## config.mk

```make
export PLATFORM = sky130hd
export DESIGN_NAME = pow_fsmd
export DESIGN_NICKNAME = d
export VERILOG_FILES = /design/src/rtl/pow_pkg.sv /design/src/rtl/pow_step.sv /design/src/rtl/pow_fsmd.sv
export SDC_FILE = /design/constraint.sdc
export NUM_CORES = 1
export LEC_CHECK = 0
export CORE_AREA = 2 2 181 183
export CTS_BUF_LIST = sky130_fd_sc_hd__clkbuf_2
export DETAILED_ROUTE_END_ITERATION = 16
export DIE_AREA = 0 0 183 185
export GPL_TIMING_DRIVEN = 0
export PLACE_DENSITY_LB_ADDON = 0.25
export SETUP_SLACK_MARGIN = 0.3
export SKIP_LAST_GASP = 1
export SLEW_MARGIN = 20
export SYNTH_ARGS = -nofsm -noshare
export SYNTH_HDL_FRONTEND = slang
export SYNTH_HIERARCHICAL = 1
export SYNTH_SLANG_ARGS = --single-unit
export TNS_END_PERCENT = 5
```

## constraint.sdc

```tcl
create_clock -name clk -period 8.8 [get_ports clk]
set_clock_uncertainty 0.15 [all_clocks]
set_input_delay 1.76 -clock clk [delete_from_list [all_inputs] [get_ports clk]]
set_output_delay 1.76 -clock clk [all_outputs]
set_load 0.03 [all_outputs]
```

## src/rtl/pow_pkg.sv

```systemverilog
// Shared state encoding for the square-and-multiply exponent FSMD.
package pow_pkg;
  localparam int STATE_W = 2;

  typedef enum logic [STATE_W-1:0] {
    S_IDLE = 2'd0,
    S_RUN  = 2'd1,
    S_DONE = 2'd2
  } state_t;
endpackage

```

## src/rtl/pow_step.sv

```systemverilog
// One square-and-multiply step: conditional accumulate plus base squaring,
// with overflow reported from the upper halves of both full-width products.
module pow_step #(
  parameter int R_W = 16
) (
  input  logic [R_W-1:0] acc,
  input  logic [R_W-1:0] base,
  input  logic           exp_bit0,
  input  logic           exp_more,
  output logic [R_W-1:0] acc_nxt,
  output logic [R_W-1:0] base_nxt,
  output logic           ovf_nxt
);
  logic [2*R_W-1:0] acc_prod;
  logic [2*R_W-1:0] base_prod;

  always_comb begin
    acc_prod  = {{R_W{1'b0}}, acc} * {{R_W{1'b0}}, base};
    base_prod = {{R_W{1'b0}}, base} * {{R_W{1'b0}}, base};
    acc_nxt   = acc;
    ovf_nxt   = 1'b0;
    base_nxt  = base_prod[R_W-1:0];
    if (exp_bit0) begin
      acc_nxt = acc_prod[R_W-1:0];
      ovf_nxt = |acc_prod[2*R_W-1:R_W];
    end
    // A squared base that is never multiplied in again cannot corrupt the result.
    if (exp_more) begin
      ovf_nxt = ovf_nxt | (|base_prod[2*R_W-1:R_W]);
    end
  end
endmodule

```

## src/rtl/pow_fsmd.sv

```systemverilog
// Exponent FSMD: output_reg = a_i ** n_i by square-and-multiply, one exponent
// bit per cycle, with sticky per-operation overflow and optional saturation.
module pow_fsmd
  import pow_pkg::*;
#(
  parameter int A_W      = 8,
  parameter int N_W      = 8,
  parameter int R_W      = 16,
  parameter bit SATURATE = 1'b1
) (
  input  logic           clk,
  input  logic           rst,
  input  logic           go_i,
  input  logic [A_W-1:0] a_i,
  input  logic [N_W-1:0] n_i,
  output logic [R_W-1:0] output_reg,
  output logic           ovf,
  output logic           busy,
  output logic           sig_done
);
  state_t         state_q, state_d;
  logic [R_W-1:0] acc_q, acc_d;
  logic [R_W-1:0] base_q, base_d;
  logic [N_W-1:0] exp_q, exp_d;
  logic           ovf_acc_q, ovf_acc_d;
  logic [R_W-1:0] res_q, res_d;
  logic           ovf_q, ovf_d;

  logic [R_W-1:0] step_acc;
  logic [R_W-1:0] step_base;
  logic           step_ovf;
  logic           exp_more;

  assign exp_more = (exp_q >> 1) != '0;

  pow_step #(.R_W(R_W)) u_step (
    .acc      (acc_q),
    .base     (base_q),
    .exp_bit0 (exp_q[0]),
    .exp_more (exp_more),
    .acc_nxt  (step_acc),
    .base_nxt (step_base),
    .ovf_nxt  (step_ovf)
  );

  always_comb begin
    state_d   = state_q;
    acc_d     = acc_q;
    base_d    = base_q;
    exp_d     = exp_q;
    ovf_acc_d = ovf_acc_q;
    res_d     = res_q;
    ovf_d     = ovf_q;
    unique case (state_q)
      S_IDLE: begin
        if (go_i) begin
          base_d    = R_W'(a_i);
          exp_d     = n_i;
          acc_d     = R_W'(1);
          ovf_acc_d = 1'b0;
          state_d   = S_RUN;
        end
      end
      S_RUN: begin
        if (exp_q == '0) begin
          res_d   = (SATURATE && ovf_acc_q) ? '1 : acc_q;
          ovf_d   = ovf_acc_q;
          state_d = S_DONE;
        end else begin
          acc_d     = step_acc;
          base_d    = step_base;
          ovf_acc_d = ovf_acc_q | step_ovf;
          exp_d     = exp_q >> 1;
        end
      end
      S_DONE:  state_d = S_IDLE;
      default: state_d = S_IDLE;
    endcase
  end

  always_ff @(posedge clk or negedge rst) begin
    if (!rst) begin
      state_q   <= S_IDLE;
      acc_q     <= '0;
      base_q    <= '0;
      exp_q     <= '0;
      ovf_acc_q <= 1'b0;
      res_q     <= '0;
      ovf_q     <= 1'b0;
    end else begin
      state_q   <= state_d;
      acc_q     <= acc_d;
      base_q    <= base_d;
      exp_q     <= exp_d;
      ovf_acc_q <= ovf_acc_d;
      res_q     <= res_d;
      ovf_q     <= ovf_d;
    end
  end

  assign output_reg = res_q;
  assign ovf        = ovf_q;
  assign busy       = (state_q == S_RUN) || (state_q == S_DONE);
  assign sig_done   = (state_q == S_DONE);
endmodule

```

==> flow_metrics.tcl <==
set metrics [dict create \
    status "finished, final reports clean" \
    seq_area_frac_synth_pct 7.98 \
    crit_start "base_q[9]$_DFFE_PN0P_" \
    start_kind "flip-flop" \
    post_cts.repair.setup_buffers 0 \
    drc 0 \
    maxSlewViolCount 0 \
    cts_tree "done" \
    cp-end-kind "flip-flop" \
    dieHeight_microns 185 \
    routed.top_layer "met4" \
    ys_async_sr_fraction_pct 100 \
    finalWirelength_microns 48800 \
    syn_nets 2688 \
    drtIter0Drc 1019 \
    htreeDepth 3 \
    routed_via_density 5.73 \
    worstPathMaxFanout 10 \
    arrival_ns 8.47 \
    dpl_cell_area_sq_um 19700 \
    slowest_stage "clkbuf_1" \
    tightest_slew_ns 0.903 \
    yosys_warnings 6 \
    path_clk_slew_ns 0.17 \
    final_common_cell "inv_1" \
    grt_pass1_vias 15900 \
    vias 14700 \
    crit_required_ns 9.06 \
    drtAntennaViolNets 0 \
    wire_per_inst_microns 19.0 \
    clock-root-buffer "clkbuf_2" \
    rr_endpoint "ovf_acc_q$_DFFE_PN0P_" \
    r2r_setup_slack_ns 0.59 \
    synth_seq_cells 60 \
    yosysTopAreaCellShare_pct 38.3 \
    wl_met2_microns 24100 \
    max_freq_mhz 122 \
    port_buffers 37 \
    insertion_delay_ns 0.53 \
    finalHoldViolations 0 \
    cts_sinks 60 \
    drv_cap 0 \
    fin_nets 2737 \
    crit_path_max_incr_delay_ns 0.57 \
    syn_area_per_cell_sq_um 8.93 \
    min_period_ns 8.21 \
    final_cell_mix "443 x inv_1, 360 x fa_1, 255 x nand2_1" \
    antenna_found_initial 2 \
    dp_hpwl_microns 40300 \
    n_fill_cell 2766 \
    yosysTopAreaCell "fa_1" \
    setup_violations 0 \
    synth_edf_count 0 \
    yosysUniqueCellTypes 76 \
    core_sq_um 32000 \
    met1Wirelength_microns 19000 \
    hold_ws_ns 0.352 \
    grt_pass1_wl_microns 80600 \
    drive_gt1_share_pct 5.23 \
    route.met3.wl_microns 3570 \
    die_x_microns 183 \
    syn_area_sq_um 18800 \
    die-area_sq_um 33900 \
    cts_buffer_depth 2 \
    final.period_utilization_pct 93.2 \
    rsz0062_at_grt "no" \
    cts_buffers 9 \
    cp-endpoint "ovf_acc_q$_DFFE_PN0P_" \
    r2r-start "base_q[9]$_DFFE_PN0P_" \
    pin_count 38 \
    postLayoutCoreUtil_pct 62.2 \
    grt_max_degree 51 \
    area_growth_pct 5.99 \
    first_pass_iters 5 \
    critPathKind "reg2reg" \
    relSlewSlack_pct 39.8 \
    start_util_pct 58.7 \
    final_area_sq_um 19900 \
    gp_congestion 0.985 \
    grtUsageTotal_pct 30.7 \
    synthTopCellsByArea "fa_1 38%, ha_1 14%, inv_1 8.8%" \
    synth_cells 2105 \
    ff2ff_path_depth 25 \
    yosys_most_used_dff "dfrtp_1" \
    holdCritPathClass "reg2reg" \
    cpMostUsedCell "fa_1" \
    rows 66 \
    overflow 0 \
]
[critical path, delay by kind of cell, from the launching register on]
kind	cells	cell delay, ns
adders and majority gates	7	3.14
AOI/OAI and AO/OA	6	1.94
and+or+nand+nor	6	1.35
buffers and inverters	5	0.86
DFF	1	0.56
muxes	1	0.12
[routing by layer]
metal  GRT usage, %  vias to the layer above
met2           53.3                      581
met3           4.42                      118
met1           38.8                     7391
met5              0                        -
met4           12.7                        0
li1               -                     6627
[final cells by class]
class | instances | area, sq um | share of cell area (%)
Tap cell | 408 | 510 | 2.56
Clock buffer | 9 | 45.0 | 0.226
Antenna cell | 1 | 2.50 | 0.0126
Clock inverter | 7 | 67.6 | 0.339
Buffer | 98 | 458 | 2.30
Multi-Input combinational cell | 1504 | 15300 | 76.7
Sequential cell | 60 | 1510 | 7.58
Inverter | 443 | 1660 | 8.34
Timing Repair Buffer | 38 | 395 | 1.98
[kinds of logic (layout without fill, tap and decap cells)]
family	count (synthesis)	after routing	share of synthesized area [%]
simple gates	594	594	15.6
fa+ha+maj	564	564	51.9
buf+inv	541	595	11.0
compound gates	259	259	9.12
flops	60	60	7.98
xor+xnor	49	49	2.28
mux	37	37	2.08
other cells	1	2	0.0199
[synthesized netlist by cell type (22+ instances only)]
cell type	n
clkbuf_1	87
inv_1	443
a21oi_1	74
ha_1	204
xnor2_1	29
and2_1	177
nor2_1	75
fa_1	360
dfrtp_1	60
o21ai_0	53
a22o_1	22
nand2_1	255
a21o_1	30
[how the worst min path moves through the flow]
stage / from / endpoint / slack (ns) / cells after the start
after floorplan: state_q[1]$_DFFE_PN0P_ / state_q[1]$_DFFE_PN0P_ / 0.34 / 1
after global placement: output_reg[5]$_DFFE_PN0P_ / output_reg[5]$_DFFE_PN0P_ / 0.31 / 2
after detailed placement: output_reg[6]$_DFFE_PN0P_ / output_reg[6]$_DFFE_PN0P_ / 0.32 / 2
after CTS: output_reg[4]$_DFFE_PN0P_ / output_reg[4]$_DFFE_PN0P_ / 0.36 / 2
after global routing: output_reg[4]$_DFFE_PN0P_ / output_reg[4]$_DFFE_PN0P_ / 0.39 / 2
final: output_reg[4]$_DFFE_PN0P_ / output_reg[4]$_DFFE_PN0P_ / 0.35 / 2
[metrics by stage]
step	TNS [ns]	std cells	setup slack [ns]
floorplan	0	2105	1.64
global placement	-0.168	2550	-0.168
detailed placement	-0.254	2551	-0.254
CTS	0	2567	0.313
global route	0	2568	0.291
finish	0	2568	0.595
[timing repair]
| item | 4_1_cts | 5_1_grt |
|---|---|---|
| hold buffers | 0 | 0 |
| endpoints found under the setup margin | 1 | 1 |
| resized for setup | 7 | 86 |
Power is not shown: default switching activity piles up to over one toggle a cycle in this logic, so the estimate is an artifact.
